**src/rtl/raycast_pkg.sv**
```systemverilog
// Shared types and defaults for the raycaster frame scheduling path.
package raycast_pkg;

  // Default frame geometry and pose precision.
  localparam int SCREEN_W     = 320;
  localparam int POSE_W       = 16;
  localparam int MAX_INFLIGHT = 8;

  // Scheduler FSM states.
  typedef enum logic [2:0] {
    IDLE      = 3'd0,
    LATCH     = 3'd1,
    ISSUE     = 3'd2,
    DRAIN     = 3'd3,
    WAIT_SWAP = 3'd4
  } ray_state_t;

  // Field layout of the packed pose word, most significant field first.
  typedef struct packed {
    logic signed [POSE_W-1:0] pos_x;
    logic signed [POSE_W-1:0] pos_y;
    logic signed [POSE_W-1:0] dir_x;
    logic signed [POSE_W-1:0] dir_y;
    logic signed [POSE_W-1:0] plane_x;
    logic signed [POSE_W-1:0] plane_y;
  } pose_t;

  // Increment an 8-bit counter, sticking at all-ones.
  function automatic logic [7:0] sat_inc8(input logic [7:0] v);
    return (v == 8'hFF) ? v : v + 8'd1;
  endfunction

endpackage

```
**src/rtl/credit_counter.sv**
```systemverilog
// Up/down credit counter bounded to [0, MAX]. An increment arriving while
// already full is dropped and latches a sticky error flag; a decrement at
// zero is dropped silently.
module credit_counter #(
  parameter int MAX = 8,
  parameter int W   = $clog2(MAX + 1)
) (
  input  logic         clk,
  input  logic         rst,
  input  logic         dec,
  input  logic         inc,
  output logic [W-1:0] count,
  output logic         inc_accepted,
  output logic         err
);

  localparam logic [W-1:0] MAX_C = W'(MAX);

  logic full;
  logic empty;
  logic dec_ok;

  assign full         = (count == MAX_C);
  assign empty        = (count == '0);
  assign inc_accepted = inc && !full;
  assign dec_ok       = dec && !empty;

  // Credit balance and sticky over-return flag.
  always_ff @(posedge clk) begin
    if (rst) begin
      count <= MAX_C;
      err   <= 1'b0;
    end else begin
      case ({inc_accepted, dec_ok})
        2'b10:   count <= count + W'(1);
        2'b01:   count <= count - W'(1);
        default: count <= count;
      endcase
      if (inc && full) begin
        err <= 1'b1;
      end
    end
  end

endmodule

```
**src/rtl/ray_scheduler.sv**
```systemverilog
// Per-frame ray request scheduler. On each frame start it snapshots the
// camera pose, issues one request per screen column under a credit limit,
// waits for every column to complete, then swaps the frame buffer on the
// last scanned pixel.
//
// Handshake: a request transfers on a cycle where ray_tvalid_out and
// ray_tready_in are both high. Once ray_tvalid_out rises it stays high,
// with ray_col_out / ray_pose_out / ray_tlast_out held constant, until that
// transfer happens.
module ray_scheduler #(
  parameter int SCREEN_W     = raycast_pkg::SCREEN_W,
  parameter int MAX_INFLIGHT = raycast_pkg::MAX_INFLIGHT,
  parameter int POSE_W       = raycast_pkg::POSE_W
) (
  input  logic                        pixel_clk_in,
  input  logic                        rst_in,
  input  logic                        frame_start_in,
  input  logic                        video_last_pixel_in,
  input  logic [6*POSE_W-1:0]         pose_in,
  output logic                        ray_tvalid_out,
  input  logic                        ray_tready_in,
  output logic [$clog2(SCREEN_W)-1:0] ray_col_out,
  output logic [6*POSE_W-1:0]         ray_pose_out,
  output logic                        ray_tlast_out,
  input  logic                        ray_done_in,
  output logic                        swap_out,
  output logic                        busy_out,
  output logic [7:0]                  overrun_count_out,
  output logic                        credit_err_out,
  output logic [2:0]                  fsm_state
);

  import raycast_pkg::*;

  localparam int COL_W  = $clog2(SCREEN_W);
  localparam int DONE_W = $clog2(SCREEN_W + 1);
  localparam int CRED_W = $clog2(MAX_INFLIGHT + 1);

  localparam logic [COL_W-1:0]  LAST_COL   = COL_W'(SCREEN_W - 1);
  localparam logic [DONE_W-1:0] FRAME_RAYS = DONE_W'(SCREEN_W);

  ray_state_t          state;
  logic [COL_W-1:0]    col;
  logic [DONE_W-1:0]   done_cnt;
  logic [DONE_W-1:0]   done_next;
  logic [6*POSE_W-1:0] pose_q;
  logic                swap_q;
  logic                pending;
  logic [7:0]          overrun;

  logic [CRED_W-1:0]   credits;
  logic                done_ok;
  logic                credit_err;

  logic                xfer;
  logic                count_done;
  logic                pend_take;
  logic                start_extra;

  assign ray_tvalid_out = (state == ISSUE) && (credits != '0);
  assign xfer           = ray_tvalid_out && ray_tready_in;

  // Outstanding-ray budget: spent per transfer, refunded per completion.
  credit_counter #(
    .MAX (MAX_INFLIGHT),
    .W   (CRED_W)
  ) u_credits (
    .clk          (pixel_clk_in),
    .rst          (rst_in),
    .dec          (xfer),
    .inc          (ray_done_in),
    .count        (credits),
    .inc_accepted (done_ok),
    .err          (credit_err)
  );

  // Only completions belonging to the frame in flight advance the tally.
  assign count_done = done_ok && ((state == ISSUE) || (state == DRAIN));
  assign done_next  = done_cnt + DONE_W'(count_done);

  // A queued frame is consumed either straight from IDLE or at the swap.
  assign pend_take   = pending && ((state == IDLE) ||
                       ((state == WAIT_SWAP) && video_last_pixel_in));
  assign start_extra = frame_start_in && (state != IDLE);

  // Main frame sequencing FSM with its column, tally, pose and swap registers.
  always_ff @(posedge pixel_clk_in) begin
    if (rst_in) begin
      state    <= IDLE;
      col      <= '0;
      done_cnt <= '0;
      pose_q   <= '0;
      swap_q   <= 1'b0;
    end else begin
      swap_q <= 1'b0;
      if (count_done) begin
        done_cnt <= done_next;
      end
      case (state)
        IDLE: begin
          if (frame_start_in || pending) begin
            state <= LATCH;
          end
        end
        LATCH: begin
          pose_q   <= pose_in;
          col      <= '0;
          done_cnt <= '0;
          state    <= ISSUE;
        end
        ISSUE: begin
          if (xfer) begin
            if (col == LAST_COL) begin
              state <= DRAIN;
            end else begin
              col <= col + COL_W'(1);
            end
          end
        end
        DRAIN: begin
          if (done_next == FRAME_RAYS) begin
            state <= WAIT_SWAP;
          end
        end
        WAIT_SWAP: begin
          if (video_last_pixel_in) begin
            swap_q <= 1'b1;
            state  <= pending ? LATCH : IDLE;
          end
        end
        default: state <= IDLE;
      endcase
    end
  end

  // One-deep frame-start queue and saturating count of starts that overflowed it.
  always_ff @(posedge pixel_clk_in) begin
    if (rst_in) begin
      pending <= 1'b0;
      overrun <= 8'd0;
    end else begin
      if (start_extra) begin
        if (pending && !pend_take) begin
          overrun <= sat_inc8(overrun);
        end else begin
          pending <= 1'b1;
        end
      end else if (pend_take) begin
        pending <= 1'b0;
      end
    end
  end

  assign ray_col_out       = col;
  assign ray_pose_out      = pose_q;
  assign ray_tlast_out     = (state == ISSUE) && (col == LAST_COL);
  assign swap_out          = swap_q;
  assign busy_out          = (state != IDLE);
  assign overrun_count_out = overrun;
  assign credit_err_out    = credit_err;
  assign fsm_state         = state;

endmodule

```
**config.mk**
```make
export PLATFORM = sky130hd
export DESIGN_NAME = ray_scheduler
export DESIGN_NICKNAME = d
export VERILOG_FILES = /design/src/rtl/raycast_pkg.sv /design/src/rtl/credit_counter.sv /design/src/rtl/ray_scheduler.sv
export SDC_FILE = /design/constraint.sdc
export NUM_CORES = 1
export LEC_CHECK = 0
export ABC_AREA = 1
export BUFFER_PORTS_ARGS = -buffer_cell sky130_fd_sc_hd__buf_4
export CAP_MARGIN = 5
export CORE_MARGIN = 2
export CORE_UTILIZATION = 47
export CTS_BUF_LIST = sky130_fd_sc_hd__clkbuf_8
export CTS_CLUSTER_SIZE = 20
export DETAILED_ROUTE_END_ITERATION = 10
export PLACE_DENSITY = 0.8
export SETUP_SLACK_MARGIN = 0.05
export SLEW_MARGIN = 10
export SYNTH_ARGS = -nofsm -noshare
export SYNTH_HDL_FRONTEND = slang
export SYNTH_SLANG_ARGS = --single-unit
```
**constraint.sdc**
```tcl
create_clock -name pixel_clk_in -period 2.75 [get_ports pixel_clk_in]
set_input_delay 0 -clock pixel_clk_in [delete_from_list [all_inputs] [get_ports pixel_clk_in]]
set_output_delay 0 -clock pixel_clk_in [all_outputs]
set_load 0.01 [all_outputs]
```
# After elaboration in Yosys (flattened, before gate mapping)
# Cells that the tools add are included.
# Widths: inputs -> output; s select.
[totals] elab_cells=78 regBits=132 in_bits=102 out_inout_bits=121
[op_classes] n_reduce_logical=30 bitwise=2 mux=15 n_eq_ne=17 addsub=5
[ops] op="$eq 9x9->1 const B" n=2
[ops] op="$mux 9" n=2
[ops] op="$pmux 9 s2" n=1
[ops] op="$mux 3" n=5
[ops] op="$pmux 3 s5" n=1
[ops] op="$logic_and 1x1->1" n=11
[ops] op="$add 9x1->9" n=1
[ops] op="$add 9x1->9 const B" n=1
[ops] op="$add 8x1->8 const B" n=1
[ops] op="$eq 8x8->1 const B" n=1
[ops] op="$ne 2x1->1 const B" n=4
[ops] op="$pmux 4 s2" n=1
[ops] op="$eq 3x2->1 const B" n=2
[ops] op="$ne 2x2->1 const B" n=3
[ops] op="$reduce_and 3->1" n=2
[ops] op="$reduce_bool 2->1" n=3
[ops] op="$mux 1" n=5
[ops] op="$reduce_and 5->1" n=1
[ops] op="$add 4x1->4 const B" n=1
[ops] op="$eq 4x4->1 const B" n=1
[ops] op="$logic_not 4->1" n=1
[ops] op="$reduce_bool 4->1" n=1
[ops] op="$reduce_or 2->1" n=2
[ops] op="$sub 4x1->4 const B" n=1
[ops] op="other kinds (10)" n=15

# Depth between registers and ports, before layout
[depth] word_depth=8 ltp_mapped=17 mapped_depth_nobuf=16

# Cells and area by module
# From an unflattened synthesis, not the netlist that was laid out.
[hier_totals] hier_cells=740 area_unflattened_um2=5347.6
[modules_own_cells] module="ray_scheduler" cells_per_inst=693 area_per_inst_um2=5018.6 seq_area_each_um2=2542.4 n_inst=1
[modules_own_cells] module="credit_counter" cells_per_inst=47 area_per_inst_um2=329.1 seq_area_each_um2=100.1 n_inst=1

# Least setup slack after synthesis
# No wires, ideal clock.
[synth_path] path_type="reg2reg" start="register state[1], in the netlist fsm_state[1]" end="register state[0], in the netlist fsm_state[0]" period_less_slack_ns=2.236 required_time_ns=2.633 path_buffers=1 arrival_time_ns=2.119 setup_ns=0.117 setup_slack_ns=0.514 path_stages_with_launch=17 cell_sequence="dfxtp_1 -> inv_1 -> nor2_2 -> inv_1 -> nor2_1 -> buf_4 -> ha_1 -> ha_1 -> nand2_1 -> nor2_1 -> nand4_1 -> nand2_1 -> inv_1 -> nor2_1 -> nand3_1 -> nand2_1 -> a21oi_1"
[synth_between] elab_chain_len=7 elab_cells_between_ends=18 classes_between="add/sub (1); eq/ne (10); mux (1); reduce/logical (6)"
[synth_rtl] element="from (decl)" line_no="ray_scheduler.sv:42" source="ray_state_t state;"
[synth_rtl] element="from (signal assigned)" line_no="ray_scheduler.sv:128" source="state <= pending ? LATCH : IDLE;"
[synth_rtl] element="$eq 3x2->1" line_no="ray_scheduler.sv:78" source="assign count_done = done_ok && ((state == ISSUE) || (state == DRAIN));"
[synth_rtl] element="$logic_or 1x1->1 (*)" line_no="ray_scheduler.sv:78"
[synth_rtl] element="$logic_and 1x1->1 (*)" line_no="ray_scheduler.sv:78"
[synth_rtl] element="net count_done" line_no="ray_scheduler.sv:56" source="logic count_done;"
[synth_rtl] element="$add 9x1->9 (*)" line_no="ray_scheduler.sv:79" source="assign done_next = done_cnt + DONE_W'(count_done);"
[synth_rtl] element="$eq 9x9->1 (*)" line_no="ray_scheduler.sv:121" source="if (done_next == FRAME_RAYS) begin"
[synth_rtl] element="$ne 2x1->1 (no source line) (*)"
[synth_rtl] element="$reduce_and 5->1 (no source line) (*)"
# Mark *: on every way through the listed nets, which the timed path passes. The rest lies on a longest branch.
# A chain may end at the register's enable or synchronous reset.

# Worst setup path in the final report
[layout_path] start="register state[1], in the netlist fsm_state[1]" end="register u_credits.count[3]"
[layout_between] elab_chain_len=6 elab_cells_between_ends=8 classes_between="eq/ne (3); mux (1); reduce/logical (4)"
[layout_rtl] element="$eq 3x2->1 (*)" line_no="ray_scheduler.sv:60" source="assign ray_tvalid_out = (state == ISSUE) && (credits != '0);"
[layout_rtl] element="$logic_and 1x1->1 (*)" line_no="ray_scheduler.sv:60"
[layout_rtl] element="$logic_and 1x1->1 (*)" line_no="ray_scheduler.sv:61" source="assign xfer = ray_tvalid_out && ray_tready_in;"
[layout_rtl] element="$logic_and 1x1->1 (*)" line_no="credit_counter.sv:26" source="assign dec_ok = dec && !empty;"
[layout_rtl] element="$eq 2x1->1 / $eq 2x2->1 (equally long branches)" line_no="credit_counter.sv:34" source="case ({inc_accepted, dec_ok})"
[layout_rtl] element="$pmux 4 s2 / $reduce_bool 2->1 (equally long branches)"
[layout_rtl] element="to (signal assigned)" line_no="credit_counter.sv:35" source="2'b10: count <= count + W'(1);"
[layout_rtl] element="to (signal assigned)" line_no="credit_counter.sv:36" source="2'b01: count <= count - W'(1);"
[layout_rtl] element="to (signal assigned)" line_no="credit_counter.sv:37" source="default: count <= count;"
[layout_rtl] element="to (decl)" line_no="credit_counter.sv:12" source="output logic [W-1:0] count,"
# Every way passes the cells marked *; elsewhere a longest branch is shown, timed or not.

==> metrics.csv <==
metric,value,unit
"Seq/Total Area, Yosys",49.1,%
kind of critical path,reg -> reg,
CP startpoint kind,flip-flop,
post-synth cell types,35,
Antenna diodes,0,
FF-to-FF Start,fsm_state[1]$_SDFFE_PP0P_,
number of global-route vias before repair,5759,
largest net degree at the start of global routing,82,
Max Clock Skew,16.4,ps
top sig layer,met4,
power per cell area,972,nW/um^2
via count,5945,
Worst Max-Slew Pin Slew,658,ps
Hold WC Path Type,in -> reg,
crit end category,flip-flop,
TNS Setup,0,ps
# fillers,767,
Pre-antenna DRT Iters,5,
R2R Setup Slk,470,ps
dominant cell type by area after synthesis,dfxtp_1,
RSZ-0062 raised after global routing,no,
Worst Hold Launch,ray_tready_in,
"slowest stage cell, crit path",dfxtp_1,
RD Place Congestion,0.831,
sequential cell area,2640,sq um
beginning of the critical path,fsm_state[1]$_SDFFE_PP0P_,
status,finished clean,
Hold Path Sink,ray_col_out[1]$_SDFFE_PP0P_,
relative slew slack,56.1,%
# DRC,0,
# IOs,223,
Synth Area per Inst,7.52,sq um
number of buffers created by CTS,17,
Post-CTS Setup Bufs,0,
Worst VDD drop,0.000645,V
Multi-input gate area,2380,sq um
fin nets,1137,
Wirelength per Cell,14.8,microns
routed wl met2,8630,microns
maximum fanout along the worst path,8,
Critical Path AT,2570,ps
core area,11300,sq um
Yosys top cell area share,49.1,%
CTS max path bufs,2,
CP max stage delay,390,ps
FF-to-FF End,u_credits.count[3]$_SDFFE_PP1P_,
Worst R2R Path Depth,13,
IO buf count,222,
first-pass GRT wire length,27400,microns
DR WL met3,1400,microns
Iteration-0 DRC Markers,376,
Max Cap Viol,0,
period utilization,83.0,%
post-DP HPWL,9680,microns
layout cells sized above 1,27.8,%
DR vias/cell,5.03,
Synth Net Count,826,
final hold violation count,0,
Slew Limit Fails,0,
Synth Instances,716,
critical-path cell list,inv_1 > nor2_2 > nand2_4 > inv_2 > and3_1 > ha_1 > ha_1 > nand2_1 > nor2_1 > a211oi_1 > xor2_1 > nand2_1 > nand3_1,
DRT antenna net count,0,
clock root buffer,clkbuf_8,
Clock Latency Late Sink,430,ps
post_cts resized,0,
M1 WL,6630,microns
Initial Utilization,47.7,%
Total Wirelength,17500,microns
total power,8300,uW
"Cell Area, Synth",5380,sq um
Tmin final,2280,ps
largest cells by area after synthesis,"dfxtp_1 (49%), nor2_1 (16%), o21ai_0 (10%)",
CTS tree,built,
clk sink count,132,
Max Clock Freq,438,MHz
die area,12300,sq um
"Req. time, crit path",3040,ps
initial antenna violation count,0,
"Remaining Overflow, GRT",0,
row count,39,
Worst-path clk slew,80,ps
Synth Register Bits,132,
Die X,111,microns
H-tree Lvls,4,
hold path cells,4,
LEAKAGE,0.00385,uW
height of the die,111,microns
Synth-to-Final Area Change,58.8,%
Synth Warn #,0,
GRT Util Overall,27.5,%
Setup Viol. Count Final,0,
## per-stage QoR
step,instance area (sq um),setup WS [ps],hold WS [ps],std cells,utilization [%]
2_1_floorplan,5380,514,129,716,-
3_3_place_gp,7090,549,235,1051,62.9
3_5_place_dp,7090,483,247,1051,62.9
4_1_cts,8540,474,65.2,1183,75.8
5_1_grt,8540,216,86.4,1183,75.8
6_report,8540,469,93.9,1183,75.8
## repair_timing
| action | 4_1_cts | 5_1_grt |
|---|---|---|
| setup endpoints to repair | 0 | 0 |
| endpoints found under the hold margin | 109 | 0 |
| hold buffers | 100 | 0 |
## layout make-up
type / instances / area share (%)
Multi-Input combinational cell: 507 / 27.9
Sequential cell: 132 / 30.9
Timing Repair Buffer: 326 / 31.9
Tap cell: 143 / 2.09
Inverter: 43 / 1.98
Clock inverter: 14 / 2.34
Clock buffer: 18 / 2.90
## routing by layer
layer  up-vias  GRT usage [%]
met4         0           15.8
met1      2662           29.9
met2       287           46.6
met3        75           9.46
met5         -              0
li1       2921              -
## layout by cell type, fill, tap and decap left out, types with 4 or more instances in the layout
cell           netlist  layout
nor2_1             226     226
buf_4                1     224
dfxtp_1            132     132
o21ai_0            110     110
dlygate4sd3_1        0     100
nand2_1             66      66
inv_1               37      38
a21oi_1             29      29
clkbuf_8             0      18
nand3_1             15      15
ha_1                 7       7
nor2_2               6       6
nand2_4              6       6
nand4_1              6       6
nand2_2              5       5
nor3_1               5       5
xnor2_1              5       5
o21ai_1              4       4
bufinv_16            0       4
inv_6                0       4
## critical path: cells and delay by family, from the launching register on
kind / cells / cell delay [ps]
xor gates and xnor gates: 1 / 100
and+or+nand+nor: 7 / 700
AOI/OAI and AO/OA: 1 / 210
buffers and inverters: 2 / 180
DFF: 1 / 390
adders and majority gates: 2 / 550
## registers in the layout, indices dropped and copies added, names as in the netlist
register,cells
pending,1
fsm_state,3
overrun_count_out,8
swap_out,1
ray_col_out,9
u_credits.count,4
u_credits.err,1
done_cnt,9
ray_pose_out,96
## cell families after synthesis
logic type | after synthesis | synth area share, %
AO/OA/AOI/OAI | 149 | 14.3
XOR/XNOR | 8 | 1.30
adder cells (fa/ha/maj) | 8 | 2.00
buffers and inverters | 77 | 6.63
flip-flops | 132 | 49.1
AND/OR/NAND/NOR | 342 | 26.7
## cell usage after synthesis
cell type,n
nor2_1,226
dfxtp_1,132
o21ai_0,110
nand2_1,66
inv_1,37
a21oi_1,29
clkbuf_1,18
nand3_1,15
buf_2,7
ha_1,7
buf_6,6
nand2_4,6
nand4_1,6
nor2_2,6
nand2_2,5
nor3_1,5
xnor2_1,5
o21ai_1,4
inv_4,3
nor2_4,3
xor2_1,3
a21oi_2,2
clkbuf_2,2
inv_2,2
a211oi_1,1
a211oi_2,1
a21o_1,1
and3_1,1
and3_4,1
buf_4,1
clkinv_1,1
fa_1,1
nand3b_1,1
o21ai_2,1
or2_2,1
## report_power, final
group,switching (uW),internal (uW),total (uW)
combinational,2000,1520,3510
clock,814,1030,1840
sequential,399,2550,2950
total,3210,5090,8300
## worst max-delay path by stage
stage	endpoint	cells past startpoint
after floorplan	fsm_state[0]$_SDFFE_PP0P_	16
after global placement	u_credits.count[3]$_SDFFE_PP1P_	13
after detailed placement	u_credits.count[3]$_SDFFE_PP1P_	13
after CTS	u_credits.count[3]$_SDFFE_PP1P_	13
after global routing	fsm_state[0]$_SDFFE_PP0P_	15
final	u_credits.count[3]$_SDFFE_PP1P_	13
Power figures use the tool's default switching activity.
